--- config.mk ---
export PLATFORM = sky130hd
export DESIGN_NAME = seven_seg_scan_ctrl_flat
export DESIGN_NICKNAME = d
export VERILOG_FILES = /design/src/rtl/seven_seg_scan_ctrl.sv /design/src/rtl/seven_seg_scan_ctrl_if.sv /design/src/flat_wrapper.sv
export SDC_FILE = /design/constraint.sdc
export NUM_CORES = 1
export LEC_CHECK = 0
export CAP_MARGIN = 10
export CORE_UTILIZATION = 32
export DETAILED_ROUTE_END_ITERATION = 10
export RECOVER_POWER = 100
export SYNTH_ARGS = -nofsm -noshare
export SYNTH_HDL_FRONTEND = slang
export SYNTH_SLANG_ARGS = --single-unit
--- constraint.sdc ---
create_clock -name clk -period 7.4 [get_ports clk]
set_input_delay 1.11 -clock clk [delete_from_list [all_inputs] [get_ports clk]]
set_output_delay 1.11 -clock clk [all_outputs]
set_load 0.02 [all_outputs]
--- src/rtl/seven_seg_scan_ctrl.sv ---
// Time-multiplexed 7-segment scan controller.
// Each digit slot is a guard gap (all digits off) followed by the driven digit.
// New values arrive through the write interface and are held pending until the
// frame boundary, so a frame never mixes old and new digits.
// Optional feature: define SEVEN_SEG_LZ_BLANK_EN for leading-zero blanking.

package seven_seg_pkg;
    // Segment patterns, bit order g..a, 1 = segment lit.
    typedef enum logic [6:0] {
        BLANK = 7'h00,
        ZERO  = 7'h3F,
        ONE   = 7'h06,
        TWO   = 7'h5B,
        THREE = 7'h4F,
        FOUR  = 7'h66,
        FIVE  = 7'h6D,
        SIX   = 7'h7D,
        SEVEN = 7'h07,
        EIGHT = 7'h7F,
        NINE  = 7'h6F,
        A     = 7'h77,
        B     = 7'h7C,
        C     = 7'h39,
        D     = 7'h5E,
        E     = 7'h79,
        F     = 7'h71
    } seven_seg_t;

    function automatic seven_seg_t hex_to_seg(input logic [3:0] nib);
        case (nib)
            4'h0:    return ZERO;
            4'h1:    return ONE;
            4'h2:    return TWO;
            4'h3:    return THREE;
            4'h4:    return FOUR;
            4'h5:    return FIVE;
            4'h6:    return SIX;
            4'h7:    return SEVEN;
            4'h8:    return EIGHT;
            4'h9:    return NINE;
            4'hA:    return A;
            4'hB:    return B;
            4'hC:    return C;
            4'hD:    return D;
            4'hE:    return E;
            4'hF:    return F;
            default: return BLANK;
        endcase
    endfunction
endpackage

module seven_seg_scan_ctrl
    import seven_seg_pkg::*;
#(
    parameter int NUM_DIGITS   = 4,
    parameter int DIGIT_CYCLES = 1000,
    parameter int GUARD_CYCLES = 8
) (
    input  logic                   clk,
    input  logic                   rst_n,
    seven_seg_scan_ctrl_if.slave   wr,
    input  logic                   blank_en,
    output logic [6:0]             seg_o,
    output logic                   dp_o,
    output logic [NUM_DIGITS-1:0]  an_o,
    output logic                   frame_done
);

    localparam int CNT_MAX = (DIGIT_CYCLES > GUARD_CYCLES) ? DIGIT_CYCLES : GUARD_CYCLES;
    localparam int CNT_W   = (CNT_MAX > 1) ? $clog2(CNT_MAX) : 1;
    localparam int DIG_W   = (NUM_DIGITS > 1) ? $clog2(NUM_DIGITS) : 1;

    typedef enum logic {
        S_GAP,
        S_DRIVE
    } state_t;

    state_t                  r_state;
    state_t                  w_state_nxt;
    logic [DIG_W-1:0]        r_dig;
    logic [DIG_W-1:0]        w_dig_nxt;
    logic [CNT_W-1:0]        r_cnt;
    logic [CNT_W-1:0]        w_cnt_nxt;
    logic                    w_wrap;

    logic [4*NUM_DIGITS-1:0] r_active_data;
    logic [NUM_DIGITS-1:0]   r_active_dp;
    logic [4*NUM_DIGITS-1:0] r_pend_data;
    logic [NUM_DIGITS-1:0]   r_pend_dp;
    logic                    r_pend_valid;
    logic                    r_wr_ready;
    logic                    w_accept;
    logic                    w_commit;
    logic                    w_pend_valid_nxt;

    seven_seg_t              w_seg_nxt;
    logic                    w_dp_nxt;
    logic [NUM_DIGITS-1:0]   w_an_nxt;
    logic [6:0]              r_seg;
    logic                    r_dp;
    logic [NUM_DIGITS-1:0]   r_an;
    logic                    r_frame_done;

    // Scan state register: FSM state, digit index and slot counter.
    // NOTE: sequential blocks use non-blocking assignments so every flop
    // samples the values from before the edge, independent of block order.
    always_ff @(posedge clk or negedge rst_n) begin
        if (!rst_n) begin
            r_state <= S_GAP;
            r_dig   <= '0;
            r_cnt   <= '0;
        end else begin
            r_state <= w_state_nxt;
            r_dig   <= w_dig_nxt;
            r_cnt   <= w_cnt_nxt;
        end
    end

    // Next-state logic: gap then drive per slot; the last digit's drive end is the frame wrap.
    // NOTE: every signal gets a default before the case so no path leaves it
    // unassigned, which would infer a latch.
    always_comb begin
        w_state_nxt = r_state;
        w_dig_nxt   = r_dig;
        w_cnt_nxt   = r_cnt + 1'b1;
        w_wrap      = 1'b0;
        case (r_state)
            S_GAP: begin
                if (r_cnt == CNT_W'(GUARD_CYCLES - 1)) begin
                    w_state_nxt = S_DRIVE;
                    w_cnt_nxt   = '0;
                end
            end
            S_DRIVE: begin
                if (r_cnt == CNT_W'(DIGIT_CYCLES - 1)) begin
                    w_state_nxt = S_GAP;
                    w_cnt_nxt   = '0;
                    if (r_dig == DIG_W'(NUM_DIGITS - 1)) begin
                        w_dig_nxt = '0;
                        w_wrap    = 1'b1;
                    end else begin
                        w_dig_nxt = r_dig + 1'b1;
                    end
                end
            end
            default: begin
                w_state_nxt = S_GAP;
                w_cnt_nxt   = '0;
            end
        endcase
    end

    assign w_accept         = wr.wr_valid && r_wr_ready;
    assign w_commit         = w_wrap && r_pend_valid;
    assign w_pend_valid_nxt = w_accept || (r_pend_valid && !w_commit);

    // Display value registers: capture offered value into pending, move it to active at the wrap.
    // Accept and commit are mutually exclusive: accept needs pending empty, commit needs it full.
    always_ff @(posedge clk or negedge rst_n) begin
        if (!rst_n) begin
            r_active_data <= '0;
            r_active_dp   <= '0;
            r_pend_data   <= '0;
            r_pend_dp     <= '0;
            r_pend_valid  <= 1'b0;
            r_wr_ready    <= 1'b1;
        end else begin
            if (w_accept) begin
                r_pend_data <= wr.wr_data;
                r_pend_dp   <= wr.wr_dp;
            end
            if (w_commit) begin
                r_active_data <= r_pend_data;
                r_active_dp   <= r_pend_dp;
            end
            r_pend_valid <= w_pend_valid_nxt;
            r_wr_ready   <= !w_pend_valid_nxt;
        end
    end

    // Output pattern for the state being entered; blank_en only masks the drivers.
    always_comb begin
        w_seg_nxt = BLANK;
        w_dp_nxt  = 1'b0;
        w_an_nxt  = '0;
        if ((w_state_nxt == S_DRIVE) && !blank_en) begin
            w_an_nxt  = NUM_DIGITS'(1) << w_dig_nxt;
            w_seg_nxt = hex_to_seg(r_active_data[{w_dig_nxt, 2'b00} +: 4]);
            w_dp_nxt  = r_active_dp[w_dig_nxt];
`ifdef SEVEN_SEG_LZ_BLANK_EN
            // This nibble and everything above it zero: a leading zero, except digit 0.
            if ((w_dig_nxt != '0) && ((r_active_data >> {w_dig_nxt, 2'b00}) == '0)) begin
                w_seg_nxt = BLANK;
            end
`endif
        end
    end

    // Output registers: nothing combinational reaches the pins.
    always_ff @(posedge clk or negedge rst_n) begin
        if (!rst_n) begin
            r_seg        <= 7'h00;
            r_dp         <= 1'b0;
            r_an         <= '0;
            r_frame_done <= 1'b0;
        end else begin
            r_seg        <= w_seg_nxt;
            r_dp         <= w_dp_nxt;
            r_an         <= w_an_nxt;
            r_frame_done <= w_wrap;
        end
    end

    assign seg_o       = r_seg;
    assign dp_o        = r_dp;
    assign an_o        = r_an;
    assign frame_done  = r_frame_done;
    assign wr.wr_ready = r_wr_ready;

endmodule

--- src/rtl/seven_seg_scan_ctrl_if.sv ---
// Write port of the 7-segment scan controller: one display value (hex nibbles
// plus decimal points) offered with a valid/ready handshake.
interface seven_seg_scan_ctrl_if #(
    parameter int NUM_DIGITS = 4
);
    logic                      wr_valid;
    logic                      wr_ready;
    logic [4*NUM_DIGITS-1:0]   wr_data;
    logic [NUM_DIGITS-1:0]     wr_dp;

    // Producer side: offers values and watches ready.
    modport master (
        output wr_valid,
        output wr_data,
        output wr_dp,
        input  wr_ready
    );

    // Controller side: accepts values and reports ready.
    modport slave (
        input  wr_valid,
        input  wr_data,
        input  wr_dp,
        output wr_ready
    );
endinterface

--- src/flat_wrapper.sv ---
// flat-port wrapper written by rule: the top's interface ports become plain ports
module seven_seg_scan_ctrl_flat import seven_seg_pkg::*;
#(
    parameter int NUM_DIGITS   = 4,
    parameter int DIGIT_CYCLES = 1000,
    parameter int GUARD_CYCLES = 8
)
  (clk, rst_n, blank_en, seg_o, dp_o, an_o, frame_done, wr_wr_valid, wr_wr_data, wr_wr_dp, wr_wr_ready);
  seven_seg_scan_ctrl_if #(.NUM_DIGITS(NUM_DIGITS)) wr_i ();
  input  logic clk;
  input  logic rst_n;
  input  logic blank_en;
  output logic [6:0] seg_o;
  output logic dp_o;
  output logic [NUM_DIGITS-1:0] an_o;
  output logic frame_done;
  input wire logic [$bits(wr_i.wr_valid)-1:0] wr_wr_valid;
  input wire logic [$bits(wr_i.wr_data)-1:0] wr_wr_data;
  input wire logic [$bits(wr_i.wr_dp)-1:0] wr_wr_dp;
  output wire logic [$bits(wr_i.wr_ready)-1:0] wr_wr_ready;
  assign wr_i.wr_valid = wr_wr_valid;
  assign wr_i.wr_data = wr_wr_data;
  assign wr_i.wr_dp = wr_wr_dp;
  assign wr_wr_ready = wr_i.wr_ready;
  seven_seg_scan_ctrl #(.NUM_DIGITS(NUM_DIGITS), .DIGIT_CYCLES(DIGIT_CYCLES), .GUARD_CYCLES(GUARD_CYCLES)) u_core (.clk(clk), .rst_n(rst_n), .wr(wr_i), .blank_en(blank_en), .seg_o(seg_o), .dp_o(dp_o), .an_o(an_o), .frame_done(frame_done));
endmodule
==> metrics.md <==
| Metric | Value |
|---|---|
| Post-CTS setup buffers | `0` |
| Num CTS Buffers | `9` |
| Number of global-route vias before repair | `2059` |
| Root Buffer | `clkbuf_8` |
| Nets@finish | `between 300 and 400` |
| Worst path buffer plus inverter count | `2` |
| Synth Area in XOR/XNOR | `between 1.5 and 2%` |
| Worst Setup Start Kind | `input pin` |
| Setup TNS | `0 ns` |
| Measured slew at the worst slew-check pin | `approximately 3.6 ns` |
| Number of routed nets with antenna violations | `0` |
| Rows | `35` |
| Antenna diodes | `0` |
| Clock power frac | `roughly 43%` |
| Detailed-route wire length per cell | `13.0 um` |
| I/O Buffers | `37` |
| Overflow after GRT | `0` |
| Commonest non-fill, non-tap cell in the layout | `dfrtp_1` |
| Die ar. | `roughly 10000 sq um` |
| Fin worst setup slack | `approximately 3.3 ns` |
| GR Util met1 | `between 10% and 20%` |
| Combinational power share | `just under 4%` |
| Met3 usage | `slightly below 5%` |
| Crit. End Element | `asynchronous set/reset pin` |
| DP Area | `3660 sq um` |
| #FFs+latches synth | `68` |
| Post-synthesis instance area | `3160 sq um` |
| DRC | `0` |
| Die X-Extent | `101 um` |
| P_sw | `between 100 and 150 uW` |
| Slew HR | `-137%` |
| Final hold violation count | `0` |
| Crit path max-delay cell type | `clkbuf_1` |
| Worst Path Class, Setup | `input pin to asynchronous set/reset pin` |
| Clk_skew | `between 0.006 and 0.007 ns` |
| Yosys cell types | `41` |
| Peak VDD IR | `around 0.11 mV` |
| Clock sinks | `68` |
| Sw frac | `a little over a fifth` |
| H-Tree Depth | `3` |
| Syn_area_per_cell | `12.4 sq um` |
| CP cell instances | `buf_2, clkbuf_1` |
| Syn nets | `288` |
| Filler instances | `920` |
| Post-route minimum period | `4.08 ns` |
| Area growth syn-to-layout | `20.8%` |
| Cells after Synth | `256` |
| WL final | `5600 um` |
| LEAKAGE | `between 1.5 and 2 nW` |
| First-pass GRT wire length | `9760 um` |
| Status | `finished, violations left` |
| Synth warn | `0` |
| FFs w/ async S/R, synth | `between 90% and 100%` |
| Tot GR Track Use | `12.5%` |
| Largest net degree at the start of global routing | `69` |
| Clock-pin slew on the worst setup and hold paths | `about 0.07 ns` |
| Commonest non-fill, non-tap cells in the layout | `dfrtp_1, mux2_2, nand2_1` |
| Crit path max-delay family | `buffers and inverters` |
| Largest fanout on the critical path | `around 70` |
| Power Internal | `~560 uW` |
| Post-Synth Adder-Cell Area | `about 3.2%` |
| Core area | `around 9400 sq um` |
| Hold crit path type | `register to register` |
| Die H | `101 um` |
| Final Cycle Share | `around 55%` |
| Synth Area in Compound Gates | `a little over 6%` |
| CTS resizes | `0` |
| WP data required | `approximately 7.0 ns` |
| CTS tree | `yes` |
| F_max | `approximately 250 MHz` |
| Mux contribution to synthesized area | `between 10% and 20%` |
| Pre-CTS setup slack | `approximately 4.2 ns` |
| Met2 Track Usage GR | `around a fifth` |
| DRT Pass-1 Iters | `4` |
| Global placer's final weighted congestion | `0.829` |
| Via/cell ratio | `around 4.7` |
| WHS | `~0.5 ns` |
| Largest family of logic cells by synthesized area | `multiplexers` |
| Total power | `roughly 700 uW` |
| Clk Latency, worst-skew pair | `around 0.34 ns` |
| Simple-gate share of the synthesized area | `between 10% and 20%` |
| Starting density of the core | `between 30 and 40%` |
| Setup repair after global routing missed its margin | `false` |
| Pwr per Cell Area | `184 nW/um^2` |
| Synth Flop Type | `dfrtp_1` |
| WP data arrival | `around 3.7 ns` |
| Grt peak-use layer | `met2` |
| Io pins | `38` |
| Final slew viol count | `69` |
| Layout cells sized above 1 | `a little over a fifth` |
| Reg power frac | `around 53%` |
| CP peak stage delay | `around 2.5 ns` |
| Seq/Total Area, Yosys | `a little over half` |
| Via count | `about 2000` |
| CTS Buffer Depth | `2` |
| Detailed router's first-iteration violation count | `106` |
| Hold-fix buffers, CTS | `0` |
| Setup violators final | `0` |
| Post-Layout Inst Area | `about 3800 sq um` |
| Failing checks | `capacitance limit, slew limit` |
| Antenna violations before repair | `0` |
| Number of synthesized flops with an enable pin | `0` |
| Maxcap violations | `1` |
| DP HPWL | `about 4000 um` |
metrics by stage:
| step | cells | util (%) |
|---|---|---|
| floorplan | 256 | - |
| global placement | 416 | 38.9 |
| detailed placement | 416 | 38.9 |
| CTS | 432 | 41.1 |
| global route | 432 | 40.6 |
| finish | 432 | 40.6 |
synth_stat cells (all sizes together), types with 5 or more instances:
cell	number	area, sq um
nand2b	9	56.3
o21ai	6	30.0
dfrtp	67	1680
a21oi	5	25.0
clkbuf	5	18.8
inv	9	33.8
xor2	5	43.8
mux2i	10	111
nand2	23	86.3
mux2	44	495
nor2	18	67.6
nand3	7	35.0
ha	8	100
power by group through the flow:
stage / clock [mW] / sequential [mW] / combinational [mW]
floorplan: 0 / 0.384 / 0.00254
global placement: 0 / 0.381 / 0.0296
detailed placement: 0 / 0.381 / 0.0295
CTS: 0.312 / 0.374 / 0.0296
global route: 0.329 / 0.374 / 0.0304
finish: 0.300 / 0.374 / 0.0274
kinds of logic (layout without fill, tap and decap cells):
family	count (synthesis)	after routing
simple gates	76	76
flops	68	68
mux	54	54
compound gates	26	26
buf+inv	17	64
fa+ha+maj	8	8
xor+xnor	7	7
state kept, by name (all words and copies together) (netlist names), 2 cells and up:
register	flops
u_core.seg_o	7
u_core.r_cnt	10
u_core.an_o	4
u_core.r_active_data	16
u_core.r_dig	2
u_core.r_active_dp	4
u_core.r_pend_dp	4
u_core.r_pend_data	16
area by class of cell:
| type | instances | area, sq um | area share, % |
|---|---|---|---|
| Clock buffer | 14 | 193 | 5.04 |
| Tap cell | 129 | 161 | 4.23 |
| Inverter | 10 | 38.8 | 1.02 |
| Clock inverter | 2 | 15.0 | 0.393 |
| Multi-Input combinational cell | 171 | 1340 | 35.1 |
| Sequential cell | 68 | 1700 | 44.6 |
| Timing Repair Buffer | 38 | 369 | 9.66 |
path summary, 6_finish.rpt:
kind / start / to / slack (ns) / cells after the start
max: rst_n / u_core.an_o[0]$_DFF_PN0_ / 3.32 / 2
min: u_core.r_cnt[0]$_DFF_PN0_ / u_core.r_cnt[0]$_DFF_PN0_ / 0.50 / 1
max reg2reg: u_core.r_cnt[0]$_DFF_PN0_ / u_core.seg_o[6]$_DFF_PN0_ / 3.40 / 11
min reg2reg: u_core.r_cnt[0]$_DFF_PN0_ / u_core.r_cnt[0]$_DFF_PN0_ / 0.50 / 1
max in group clk: u_core.r_cnt[0]$_DFF_PN0_ / u_core.seg_o[6]$_DFF_PN0_ / 3.40 / 11
min in group asynchronous: rst_n / u_core.r_cnt[3]$_DFF_PN0_ / 2.08 / 2
routing by layer:
metal / part of all wire [%] / vias up / wire length (um)
met5: 0 / - / 0
met4: 1.2 / 0 / 66
met3: 4.7 / 7 / 261
met2: 46 / 45 / 2580
met1: 48 / 1004 / 2700
li1: - / 989 / -
No activity file was read; power rests on OpenSTA's default activity.
